`src/rtl/store_monitor.sv`:
```
// Purpose: passive watcher on the processor data write port; flags the end-of-program store, a cycle timeout, and keeps a circular log of recent stores.
// Latency: done/timeout/result/counters update on the accepting edge; log read port is registered, one cycle after log_idx.
// Backpressure: none; observe-only, every store is accepted in RUN and ignored in DONE/TIMEOUT. Optional csum output under STORE_MON_CHECKSUM_EN.
module store_monitor #(
    parameter int AW             = 8,
    parameter int DW             = 8,
    parameter int DEPTH          = 8,
    parameter int END_ADDR       = 255,
    parameter int TIMEOUT_CYCLES = 1000,
    parameter int CW             = 16,
    parameter int TW             = 16
) (
    input  logic                       clk,
    input  logic                       rst,
    input  logic [AW-1:0]              rw_addr,
    input  logic [DW-1:0]              w,
    input  logic                       w_en,
    input  logic [$clog2(DEPTH)-1:0]   log_idx,
    output logic [AW-1:0]              log_addr,
    output logic [DW-1:0]              log_data,
    output logic                       log_vld,
    output logic                       done,
    output logic                       timeout,
    output logic [DW-1:0]              result,
    output logic [CW-1:0]              store_cnt,
    output logic [TW-1:0]              cycle_cnt
`ifdef STORE_MON_CHECKSUM_EN
    ,
    output logic [DW-1:0]              csum
`endif
);

    localparam int PW = $clog2(DEPTH);
    localparam logic [AW-1:0] END_A   = AW'(END_ADDR);
    localparam logic [TW-1:0] TO_LAST = TW'(TIMEOUT_CYCLES - 1);
    localparam logic [PW:0]   DEPTH_C = (PW+1)'(DEPTH);

    typedef enum logic [1:0] {ST_RUN, ST_DONE, ST_TIMEOUT} state_t;

    typedef struct packed {
        logic [AW-1:0] addr;
        logic [DW-1:0] data;
    } entry_t;

    state_t        state_q, state_d;
    entry_t        log_mem [DEPTH];
    logic [PW-1:0] wr_ptr;
    logic [PW:0]   ent_cnt;
    logic [PW-1:0] rd_pos;
    logic          rd_hit;
    logic          running;
    logic          store_acc;
    logic          term_hit;
    logic          to_hit;

    assign running   = (state_q == ST_RUN);
    assign store_acc = running && w_en;
    assign term_hit  = store_acc && (rw_addr == END_A);
    // A terminating store on the timeout edge takes priority over the timeout.
    assign to_hit    = running && (cycle_cnt == TO_LAST) && !term_hit;

    assign done    = (state_q == ST_DONE);
    assign timeout = (state_q == ST_TIMEOUT);

    // Newest entry sits just behind the write pointer; wraps naturally in PW bits.
    assign rd_pos = wr_ptr - PW'(1) - log_idx;
    assign rd_hit = ({1'b0, log_idx} < ent_cnt);

    // State register.
    always_ff @(posedge clk) begin
        if (rst) state_q <= ST_RUN;
        else     state_q <= state_d;
    end

    // Next-state: DONE and TIMEOUT are absorbing until reset.
    always_comb begin
        state_d = state_q;
        case (state_q)
            ST_RUN: begin
                if (term_hit)    state_d = ST_DONE;
                else if (to_hit) state_d = ST_TIMEOUT;
            end
            default: state_d = state_q;
        endcase
    end

    // Run counters, result capture and log bookkeeping; all frozen outside RUN.
    always_ff @(posedge clk) begin
        if (rst) begin
            cycle_cnt <= '0;
            store_cnt <= '0;
            result    <= '0;
            wr_ptr    <= '0;
            ent_cnt   <= '0;
        end else if (running) begin
            cycle_cnt <= cycle_cnt + 1'b1;
            if (w_en) begin
                wr_ptr <= wr_ptr + 1'b1;
                if (ent_cnt != DEPTH_C) ent_cnt   <= ent_cnt + 1'b1;
                if (store_cnt != '1)    store_cnt <= store_cnt + 1'b1;
                if (term_hit)           result    <= w;
            end
        end
    end

    // Log RAM write; contents are never cleared, validity comes from ent_cnt.
    always_ff @(posedge clk) begin
        if (store_acc && !rst) log_mem[wr_ptr] <= '{addr: rw_addr, data: w};
    end

    // Registered read port; reads pre-write contents (no bypass), works in every state.
    always_ff @(posedge clk) begin
        if (rst || !rd_hit) begin
            log_addr <= '0;
            log_data <= '0;
            log_vld  <= 1'b0;
        end else begin
            log_addr <= log_mem[rd_pos].addr;
            log_data <= log_mem[rd_pos].data;
            log_vld  <= 1'b1;
        end
    end

`ifdef STORE_MON_CHECKSUM_EN
    // Rotate-left-by-one then XOR each accepted store's data.
    always_ff @(posedge clk) begin
        if (rst)            csum <= '0;
        else if (store_acc) csum <= {csum[DW-2:0], csum[DW-1]} ^ w;
    end
`endif

endmodule

```
`config.mk`:
```
export PLATFORM = sky130hd
export DESIGN_NAME = store_monitor
export DESIGN_NICKNAME = d
export VERILOG_FILES = /design/src/rtl/store_monitor.sv
export SDC_FILE = /design/constraint.sdc
export NUM_CORES = 1
export LEC_CHECK = 0
export BUFFER_PORTS_ARGS = -buffer_cell sky130_fd_sc_hd__buf_2
export CORE_MARGIN = 5
export CORE_UTILIZATION = 26
export DETAILED_ROUTE_END_ITERATION = 8
export PLACE_DENSITY = 0.43
export SLEW_MARGIN = 0
export SYNTH_ARGS = -nofsm -noshare
export SYNTH_HDL_FRONTEND = slang
export SYNTH_SLANG_ARGS = --single-unit
```
`constraint.sdc`:
```
create_clock -name clk -period 3.75 [get_ports clk]
set_input_delay 0.75 -clock clk [delete_from_list [all_inputs] [get_ports clk]]
set_output_delay 0.75 -clock clk [all_outputs]
set_load 0.01 [all_outputs]
```
==> reports/results.md <==
Critical path
- **category of the worst setup path launch point** primary input
- **worst setup path category** in2reg
- **cell count of the worst reg-to-reg path** 7
- **required time at the endpoint of the critical path** 4.02 ns
- **endpoint kind of the worst setup timing path** flop
- **critical-path maximum fanout** 9
- **Crit path arrival time** 2.85 ns

Run status
- **status** completed

Clock network
- **CTS tree** built
- **hold buffer count at cts** 0
- **clock sinks** 194
- **clock slew at reported path FFs** 0.09 ns
- **CTS H-Tree Depth** 4
- **buffer levels on the longest clock path** 2
- **number of CTS-inserted buffers** 17
- **worst-skew pair later-pin latency** 0.43 ns
- **root buffer cell** sky130_fd_sc_hd__clkbuf_16
- **count of instances resized after the clock tree is built** 0
- **number of post-CTS setup repair buffers** 0

Synth
- **post-synthesis net count** 537
- **largest area contributor in the netlist** sky130_fd_sc_hd__edfxtp_1
- **dominant combinational cell family by area after synthesis** multiplexers
- **Syn. warnings** 0
- **top cells by area, synth** sky130_fd_sc_hd__edfxtp_1 50%, sky130_fd_sc_hd__dfxtp_1 17%, sky130_fd_sc_hd__mux4_2 9.4%
- **Post-Syn Area per Cell** 15.2 um2
- **synthesized netlist cell count** 506
- **mux contribution to synthesized area** 12.6%
- **post-synthesis compound-gate area fraction** 5.18%
- **Synth Area in Simple Gates** 9.35%
- **Syn Std Cell Area** 7680 um2
- **proportion of synthesized chip area in sequential cells** 67.2%
- **fraction of the mapped netlist area in adder cells** 1.56%
- **Cell variety after synth** 43
- **Synth top area share** 50.0%
- **flop and latch count out of synthesis** 194
- **area share of xor/xnor cells in the synthesized design** 2.05%

Detailed routing
- **DRC violation total after the first TritonRoute iteration** 340
- **number of iterations in the first detailed-routing pass** 4
- **vias** 4529
- **post-DR wirelength/cell** 17.9 um
- **sum of routed wire length over all layers** 17.9 mm
- **final antenna-violating net count** 0
- **vias per inst** 4.53
- **DRC Markers** 0

Layout
- **share of layout cells above drive strength 1** 28.7%
- **commonest cells after routing, fill and taps aside** 128 x sky130_fd_sc_hd__edfxtp_1, 80 x sky130_fd_sc_hd__buf_2, 66 x sky130_fd_sc_hd__dfxtp_1
- **layout net count** 627
- **count of antenna diodes in the layout** 0
- **number of standard cells in the layout, taps in and fillers out** 999
- **area growth from synthesis to layout** 20.2%
- **commonest non-fill, non-tap cell in the layout** sky130_fd_sc_hd__edfxtp_1

Power
- **Leakage** 0.00320 uW
- **power per cell area** 494 nW/um2
- **maximum vdd ir drop** 0.229 mV

Global route
- **initial antenna violation count** 0
- **largest net degree at the start of global routing** 50
- **number of global-route vias before repair** 4802
- **grt total ovfl** 0
- **global-route usage over all layers** 10.9%
- **wire length of the first global-routing pass** 27.9 mm

Floorplanning
- **Core Box Area** 29400 um2
- **Std-Cell Rows** 63
- **count of pins on the block boundary** 81
- **effective utilization at floorplan** 26.1%
- **height of the die** 182 um
- **die width** 182 um
- **Die Outline Area** 33100 um2

Place
- **sum of net half-perimeters after detailed placement** 11.5 mm
- **Inst Count DP** 967
- **number of buffers added on ports** 80
- **weighted congestion reported at the end of routability-driven placement** 0.767
- **worst slack at placement** 0.674 ns

STA
- **Finish-stage setup viols** 0
- **final hold viol count** 0
- **total negative slack for setup checks** 0 ns
- **Final Skew** 0.0180 ns
- **unrepaired setup endpoints after global routing** false
- **Max Clock Freq** 388 MHz
- **final critical-path required period** 2.58 ns
- **slew at the pin closest to its max-slew limit** 0.967 ns
- **crit path setup slack, layout** 1.17 ns
- **max-slew headroom at the worst pin** 34.9%
- **total count of max-transition violations in the final report** 0
- **final cycle utilization of the critical path** 68.8%

Hold path
- **Hold Crit Depth** 2
- **worst hold path class** reg2reg

Job
- **Max Cap Violations** 0

## worst paths after layout
path / startpoint / to / slack [ns]
max: log_idx[0] / log_data[5]$_SDFF_PP0_ / 1.17
min: result[6]$_SDFFE_PP0P_ / result[6]$_SDFFE_PP0P_ / 0.51
min reg2reg: result[6]$_SDFFE_PP0P_ / result[6]$_SDFFE_PP0P_ / 0.51
max reg2reg: wr_ptr[0]$_SDFFE_PP0P_ / log_data[5]$_SDFF_PP0_ / 1.19
## kinds of logic after synthesis
group | count (synthesis)
fa+ha+maj | 9
simple gates | 129
buf+inv | 36
mux | 57
flops | 194
compound gates | 63
xor+xnor | 18
## critical path, stage by stage
cell                       delay [ns]
sky130_fd_sc_hd__buf_2           0.09
sky130_fd_sc_hd__inv_1           0.04
sky130_fd_sc_hd__ha_2            0.17
sky130_fd_sc_hd__fa_1            0.37
sky130_fd_sc_hd__xor2_1          0.18
sky130_fd_sc_hd__xnor2_2         0.60
sky130_fd_sc_hd__buf_4           0.35
sky130_fd_sc_hd__mux2i_1         0.22
sky130_fd_sc_hd__a211oi_1        0.07
## stage by stage
| step | instance area, um2 | utilization [%] | hold slack [ns] | power (uW) |
|---|---|---|---|---|
| global route | 9230 | 31.4 | 0.528 | 4760 |
| floorplan | 7680 | - | 0.466 | 2670 |
| detailed placement | 8640 | 29.4 | 0.482 | 2830 |
| finish | 9230 | 31.4 | 0.506 | 4560 |
| global placement | 8640 | 29.4 | 0.474 | 2820 |
| CTS | 9230 | 31.4 | 0.507 | 4630 |
## per-layer routing
| layer | share of wire, % | GRT usage [%] |
|---|---|---|
| met5 | 0 | 0 |
| met4 | 0.72 | 3.06 |
| met3 | 2.5 | 2.12 |
| met2 | 51 | 18.8 |
| met1 | 45 | 14.0 |
## sequential cells by signal (all words and copies together), names as in the netlist
signal     flops
log_addr       8
log_data       8
cycle_cnt     16
wr_ptr         3
log_mem      128
ent_cnt        4
result         8
log_vld        1
store_cnt     16
state_q        2
## area by class of cell
class                   count  area [um2]
fillers                  2899       20200
well taps                 390         488
multi-input cells         276        2420
flip-flops and latches    194        5160
clock buffers              18         429
clock inverters            14         161
repair buffers             95         526
inverters                  12        45.0
## synthesized netlist by cell type, drive strengths merged
| cell type | instances |
|---|---|
| a211oi | 16 |
| a21o | 2 |
| a21oi | 23 |
| and2 | 2 |
| and2b | 1 |
| and3 | 4 |
| and4 | 1 |
| and4bb | 3 |
| buf | 8 |
| clkbuf | 16 |
| clkinv | 1 |
| dfxtp | 66 |
| edfxtp | 128 |
| fa | 1 |
| ha | 8 |
| inv | 11 |
| mux2i | 25 |
| mux4 | 32 |
| nand2 | 19 |
| nand2b | 1 |
| nand3 | 13 |
| nand3b | 1 |
| nand4 | 15 |
| nand4bb | 1 |
| nor2 | 34 |
| nor3 | 5 |
| nor3b | 1 |
| nor4 | 5 |
| nor4b | 1 |
| o211a | 1 |
| o21ai | 9 |
| o31ai | 10 |
| o41ai | 2 |
| or2 | 1 |
| or3 | 8 |
| or3b | 1 |
| or4 | 12 |
| xnor2 | 6 |
| xor2 | 12 |
## where the power goes
part | total, uW | switching, uW | internal, uW
clock | 1800 | 895 | 901
sequential | 2340 | 26.5 | 2320
combinational | 419 | 223 | 196
total | 4560 | 1140 | 3420
Note: power is estimated with default switching activity, not from simulation.
